==> src/rtl/pp_accum_seq.sv <==
// Multi-lane shifted partial-product accumulator with a valid/ready input and
// a held result. The result register doubles as the accumulator.
module pp_accum_seq #(
    parameter int PP_W    = 43,
    parameter int RADIX   = 78,
    parameter int LANES   = 5,
    parameter int SHIFT_W = 8,
    localparam int ACC_W  = 2 * RADIX
) (
    input  logic                     clk,
    input  logic                     rst_n,
    input  logic                     in_valid,
    output logic                     in_ready,
    input  logic [LANES*PP_W-1:0]    in_pp,
    input  logic [LANES*SHIFT_W-1:0] in_shift,
    input  logic [LANES-1:0]         in_mask,
    input  logic                     in_last,
    output logic                     out_valid,
    input  logic                     out_ready,
    output logic [ACC_W-1:0]         out_data,
    output logic                     out_ovf,
    output logic [7:0]               out_beats
);

    typedef enum logic [1:0] {
        IDLE  = 2'd0,
        ACCUM = 2'd1,
        HOLD  = 2'd2
    } state_t;

    state_t             state, state_n;
    logic [ACC_W-1:0]   acc, acc_n;
    logic               ovf, ovf_n;
    logic [7:0]         beats, beats_n;

    logic               accept;
    logic               fire;
    logic               start_new;
    logic [SHIFT_W-1:0] lane_sh;
    logic [PP_W-1:0]    lane_pp;
    logic [ACC_W+PP_W-1:0] lane_wide;
    logic [ACC_W+2:0]   sum;
    logic               lane_drop;

    assign out_valid = (state == HOLD);
    assign in_ready  = !out_valid || out_ready;
    assign accept    = in_valid && in_ready;
    assign fire      = out_valid && out_ready;
    // A beat arriving in IDLE or HOLD opens a fresh result.
    assign start_new = (state != ACCUM);

    assign out_data  = acc;
    assign out_ovf   = ovf;
    assign out_beats = beats;

    // NOTE: every variable gets a default before any branch so no latch is inferred.
    always_comb begin
        lane_sh   = '0;
        lane_pp   = '0;
        lane_wide = '0;
        lane_drop = 1'b0;
        sum       = start_new ? '0 : {3'b000, acc};
        for (int i = 0; i < LANES; i++) begin
            lane_sh = in_shift[i*SHIFT_W +: SHIFT_W];
            lane_pp = in_pp[i*PP_W +: PP_W];
            if (in_mask[i]) begin
                if (int'(lane_sh) >= ACC_W) begin
                    lane_drop = lane_drop | (|lane_pp);
                end else begin
                    // Shift below ACC_W keeps the whole product inside ACC_W+PP_W bits.
                    lane_wide = {{ACC_W{1'b0}}, lane_pp} << lane_sh;
                    lane_drop = lane_drop | (|lane_wide[ACC_W+PP_W-1:ACC_W]);
                    sum       = sum + {3'b000, lane_wide[ACC_W-1:0]};
                end
            end
        end
    end

    always_comb begin
        state_n = state;
        acc_n   = acc;
        ovf_n   = ovf;
        beats_n = beats;
        if (accept) begin
            acc_n   = sum[ACC_W-1:0];
            ovf_n   = (start_new ? 1'b0 : ovf) | lane_drop | (|sum[ACC_W+2:ACC_W]);
            beats_n = start_new ? 8'd1 : ((beats == 8'hFF) ? 8'hFF : beats + 8'd1);
            state_n = in_last ? HOLD : ACCUM;
        end else if (fire) begin
            state_n = IDLE;
            acc_n   = '0;
            ovf_n   = 1'b0;
            beats_n = '0;
        end
    end

    // NOTE: sequential state uses non-blocking assignments so all registers update together.
    always_ff @(posedge clk or negedge rst_n) begin
        if (!rst_n) begin
            state <= IDLE;
            acc   <= '0;
            ovf   <= 1'b0;
            beats <= '0;
        end else begin
            state <= state_n;
            acc   <= acc_n;
            ovf   <= ovf_n;
            beats <= beats_n;
        end
    end

endmodule
==> config.mk <==
export PLATFORM = sky130hd
export DESIGN_NAME = pp_accum_seq
export DESIGN_NICKNAME = d
export VERILOG_FILES = /design/src/rtl/pp_accum_seq.sv
export SDC_FILE = /design/constraint.sdc
export NUM_CORES = 2
export LEC_CHECK = 0
export CAP_MARGIN = 20
export CORE_UTILIZATION = 40
export DETAILED_ROUTE_END_ITERATION = 10
export DONT_BUFFER_PORTS = 1
export PLACE_DENSITY = 0.65
export REMOVE_ABC_BUFFERS = 1
export SKIP_CTS_REPAIR_TIMING = 1
export SYNTH_ARGS = -nofsm -noshare
export SYNTH_HDL_FRONTEND = slang
export SYNTH_SLANG_ARGS = --single-unit
==> constraint.sdc <==
create_clock -name clk -period 29 [get_ports clk]
set_input_delay 5.8 -clock clk [delete_from_list [all_inputs] [get_ports clk]]
set_output_delay 5.8 -clock clk [all_outputs]
set_load 0.01 [all_outputs]
## After elaboration in Yosys (flattened, before gate mapping)

Index checks and enable logic that the tools add are counted.
W data, S select, Z words.

| word-level totals | value |
|---|---|
| flip-flop bits (word level) | 167 |
| output and inout bits | 167 |
| logic and storage cells | 82 |

| cells by class | value |
|---|---|
| add/subtract/negate cells | 6 |
| $lt $le $gt $ge | 5 |
| equality and inequality tests | 3 |
| shift-type cells | 5 |
| multiplexer cells | 33 |
| bitwise logic cells | 10 |
| reductions and logical operators | 16 |

Operators by type and width:

| operator | number |
|---|---|
| $mux W159 | 9 |
| $shl A43 B8 Y199 | 5 |
| $add A159 B156 Y159 | 4 |
| $mux W156 | 3 |
| $reduce_or A43 Y1 | 10 |
| $add A156 B156 Y157 | 1 |
| $mux W157 | 1 |
| $ge A8 B8 Y1 const B | 5 |
| $mux W8 | 4 |
| $mux W1 | 13 |
| $or A1 B1 Y1 | 10 |
| $add A8 B1 Y8 const B | 1 |
| $eq A8 B8 Y1 const B | 1 |
| $mux W2 | 3 |
| $reduce_or A3 Y1 | 1 |
| $eq A2 B2 Y1 const B | 1 |
| $logic_and A1 B1 Y1 | 2 |
| $ne A2 B1 Y1 const B | 1 |
| $reduce_bool A2 Y1 | 1 |
| $logic_not A1 Y1 | 1 |
| $logic_or A1 B1 Y1 | 1 |

## Depth between registers and ports, before layout

| logic depth | value |
|---|---|
| depth in word-level cells | 20 |
| mapped depth | 94 |
| depth with buffers taken out | 88 |

## Worst setup path before layout

No wires, ideal clock.

| path | value |
|---|---|
| path kind | input to register |
| start point | input in_shift[0] |
| end point | register ovf, in the netlist out_ovf |
| setup time | 139 ps |
| arrival time | 22063 ps |
| data required time | 28861 ps |
| setup slack | 6799 ps |
| cell stages on the path | 90 |
| path buffers | 7 |
| path through | clkbuf_1 > clkbuf_1 > mux4_2 > mux2_2 > o21ai_0 > o22a_1 > nor2_1 > ha_1 > buf_2 > a21o_1 > o21bai_1 > a31oi_1 > o221ai_1 > a211o_1 > a21o_1 > a21o_1 > a21oi_1 > xnor2_1 > [54 not listed] > ha_1 > clkbuf_1 > a21o_1 > a21oi_1 > o21ai_0 > a221oi_1 > o21ai_0 > a31oi_1 > o21ai_0 > a21o_1 > a221o_1 > a21bo_1 > a21o_1 > a221oi_2 > nor2b_1 > or4_4 > a221oi_2 > o311ai_1 |

| on the way | value |
|---|---|
| cells in the longest elaborated chain, start to end | 19 |
| elaborated cells between the ends (all ways) | 40 |

Ends and longest elaborated chain:

| element | RTL line | RTL |
|---|---|---|
| start: declaration | 15 | `input logic [LANES*SHIFT_W-1:0] in_shift,` |
| $shl A43 B8 Y199 | 71 | `lane_wide = {{ACC_W{1'b0}}, lane_pp} << lane_sh;` |
| $add A156 B156 Y157 or $reduce_or A43 Y1 (tied branches) | 73, 72 |  |
| $mux W157 or $mux W1 (tied branches) | 67 | `if (int'(lane_sh) >= ACC_W) begin` |
| $mux W159 or $mux W1 (tied branches) | 66 | `if (in_mask[i]) begin` |
| $add A159 B156 Y159, or another cell as far along | 73 | `sum = sum + {3'b000, lane_wide[ACC_W-1:0]};` |
| $mux W159 or $mux W1 (tied branches) | 67 |  |
| $mux W159 or $mux W1 (tied branches) | 66 |  |
| $add A159 B156 Y159, or another cell as far along | 73 |  |
| [3 not listed] | -- |  |
| $mux W159 or $mux W1 (tied branches) | 67 |  |
| $mux W159 or $mux W1 (tied branches) | 66 |  |
| $add A159 B156 Y159, or another cell as far along | 73 |  |
| $mux W159 or $mux W1 (tied branches) | 67 |  |
| $mux W159 or $mux W1 (tied branches) | 66 |  |
| $reduce_or A3 Y1 or $or A1 B1 Y1 (tied branches) | 86 | `ovf_n = (start_new ? 1'b0 : ovf) \| lane_drop \| (\|sum[ACC_W+2:ACC_W]);` |
| $or A1 B1 Y1 * | 86 |  |
| $mux W1 * | 84 | `if (accept) begin` |
| end signal: assignment | 107 | `ovf <= ovf_n;` |
| end: declaration | 33 | `logic ovf, ovf_n;` |

Every way passes the cells marked *; elsewhere a longest branch is shown, timed or not.
A chain may end at the register's enable or synchronous reset.

## Final worst setup path

| path | value |
|---|---|
| start point | input in_shift[2] |
| end point | register ovf, in the netlist out_ovf |

The elaborated chain is that of the path after synthesis.

==> run_results.csv <==
group,metric,value,unit
layout,fillers,23171,
yosys,ys.warnings.count,0,
timing,slew_viol_final,0,
cts,clock-sinks,167,
worst_setup_path,required,29400,ps
yosys,synth_ff_type,"dfrtp_1",
timing,hold_slack,512,ps
cts,clock_path_buffers,2,
yosys,ys_seq_area_frac,0.0491,
drt,routedWlPerCell,37.5,um
drt,ant_nets,0,
layout,fin_util,0.418,
drt,wl_met3,74500,um
timing,final-hold-violation-count,0,
layout,nets,13625,
global_route,antenna_found_initial,67,
cts,cts_buffers,17,
timing,skew,35.4,ps
cts,clock-root-buffer,"clkbuf_16",
worst_setup_path,worstPathArrival,27390,ps
worst_setup_path,worst_path_largest_cell_delay,910,ps
drt,first_pass_iters,9,
floorplanning,die_w,463,um
placed_design,post-place-ws,2440,ps
floorplanning,chipHeight,463,um
layout,layout_common_cells,"nor2_1 (1695), nand2_1 (1655), a21oi_1 (1524)",
yosys,syn-instance-count,13212,
worst_setup_path,reg2reg_setup_slack,7550,ps
worst_setup_path,r2r_cells,82,
worst_hold_path,worstHoldPathCells,2,
drt,drt_iter0_markers,17919,
timing,tightestPinTransition,1340,ps
floorplanning,dieArea,215000,um2
global_route,grt_pass1_vias,96500,
status,outcome,"finished, final reports clean",
placed_design,io_buffer_count,0,
placed_design,routabilityCongestion,1.16,
cts,clk_latency,550,ps
layout,final_cell_area,87900,um2
cts,cts_tree,"built",
timing,setup_viol,0,
global_route,grt_first_pass_wirelength,779000,um
drt,wl_met2,223000,um
timing,slew_headroom,0.0926,
global_route,grt_max_degree,168,
layout,layout_commonest_cell,"nor2_1",
worst_setup_path,critical_path.max_fanout,44,
layout,syn_to_final_growth,3.32,%
worst_setup_path,start_kind,"input port",
floorplanning,initial_core_util,0.405,
worst_setup_path,cp-end-kind,"flop",
layout,finalNonFillerCells,15420,
drt,vias,108054,
drt,drt_wl_total,578000,um
pwr,leakagePower,38.7,nW
cts,htree_levels,4,
worst_setup_path,critPathSlowestCell,"o21ai_0",
cts,clk_pin_slew,100,ps
timing,finalCritPeriodShare,0.931,
drt,drcViolationCount,0,
timing,period_needed,26990,ps
worst_setup_path,critPathMostFrequentCell,"a21oi_1",
global_route,grt.total_usage,0.510,
floorplanning,core,210000,um2
drt,wl_met1,216000,um
yosys,synth.ff_latch_count,167,
placed_design,dp_cells,15325,
yosys,synth-edff-count,0,
yosys,ys_async_sr_fraction,1.00,
floorplanning,io-pin-count,432,
layout,layout-drive-gt1-share,0.0666,
drt,top_layer_used,"met5",
drt,post_drt_via_cell_ratio,7.01,
floorplanning,fp-row-count,168,
pwr,finalPower,3.52,mW
global_route,grt-ovfl-total,0,
timing,finalWorstSetupSlack,2010,ps
pwr,max-vdd-ir-drop,57.4,uV
timing,rsz0062_at_grt,"no",
pwr,power_density,40.1,nW/um2
timing,finalSetupTns,0,ps
placed_design,place_hpwl,487000,um
layout,register_area,4180,um2
worst_hold_path,hp-class,"reg2reg",
yosys,synth_area_per_cell,6.44,um2
worst_setup_path,worst-setup-path-type,"in2reg",
timing,max_freq,0.0371,GHz
run,cap_violations,0,
yosys,ys_types,123,
placed_design,postPlaceCellArea,86900,um2
yosys,syn-cell-area,85100,um2
layout,multiInputGateArea,76200,um2
## report_power, final
part	leakage [nW]	total (mW)	internal, mW	switching, mW
combinational	36.2	2.69	0.775	1.91
sequential	2.13	0.567	0.285	0.282
clock	0.305	0.268	0.120	0.148
## path summary, 6_finish.rpt
| path | end | from |
|---|---|---|
| max | out_ovf | in_shift[2] |
| max in group asynchronous | out_data[109] | rst_n |
| max reg2reg | out_ovf | state[1] |
| min in group asynchronous | out_data[29] | rst_n |
| min reg2reg | state[0] | state[0] |
| min | state[0] | state[0] |
## critical path, delay by kind of cell
kind            cells  cell delay, ps
compound gates     49           13110
buf+inv             1             630
mux                 1             420
simple gates       22            4500
fa+ha+maj           5            2250
xor+xnor            4             610
## flip-flops by register name (all words and copies together) (netlist names)
register   flops
out_beats      8
out_data     156
out_ovf        1
state          2
## Yosys cell counts (all sizes together), types with 70 or more instances
master / instances / area share
nor2: 1700 / 0.075
nand2: 1665 / 0.074
a21oi: 1540 / 0.091
o21ai: 1218 / 0.072
ha: 786 / 0.12
clkbuf: 784 / 0.035
a21o: 553 / 0.049
xnor2: 455 / 0.047
nand4: 366 / 0.027
inv: 347 / 0.015
mux2i: 328 / 0.039
xor2: 301 / 0.031
o22ai: 218 / 0.016
o21bai: 213 / 0.019
mux2: 212 / 0.028
nand3: 209 / 0.012
and2: 191 / 0.014
dfrtp: 167 / 0.049
nor3: 167 / 0.010
mux4: 141 / 0.037
buf: 132 / 0.0064
nand2b: 114 / 0.0084
a31oi: 111 / 0.0084
nor2b: 105 / 0.0077
nor4: 98 / 0.0073
o21a: 86 / 0.0077
o22a: 86 / 0.0088
a211oi: 71 / 0.0066
or2: 70 / 0.0051
## cell type report
cell class	instances	area share
Antenna cell	33	0.000939
Clock buffer	17	0.00484
Clock inverter	15	0.00243
Inverter	353	0.0151
Multi-Input combinational cell	11776	0.867
Sequential cell	167	0.0475
Tap cell	2805	0.0399
Timing Repair Buffer	254	0.0224
## layer usage
| metal | GRT usage | up-vias |
|---|---|---|
| met4 | 0.461 | 20 |
| li1 | - | 46927 |
| met5 | 0.00156 | - |
| met2 | 0.703 | 7926 |
| met3 | 0.168 | 1757 |
| met1 | 0.624 | 51424 |
## kinds of logic (layout without fill, tap and decap cells)
kind of cell | after synthesis | after routing | synth area share
XOR/XNOR | 756 | 756 | 0.0780
AND/OR/NAND/NOR | 4881 | 4881 | 0.257
flip-flops | 167 | 167 | 0.0491
other | 0 | 33 | 0
multiplexers | 681 | 681 | 0.104
adder cells (fa/ha/maj) | 791 | 791 | 0.117
AO/OA/AOI/OAI | 4667 | 4667 | 0.338
buffers and inverters | 1269 | 639 | 0.0565
Power figures use the tool's default switching activity.
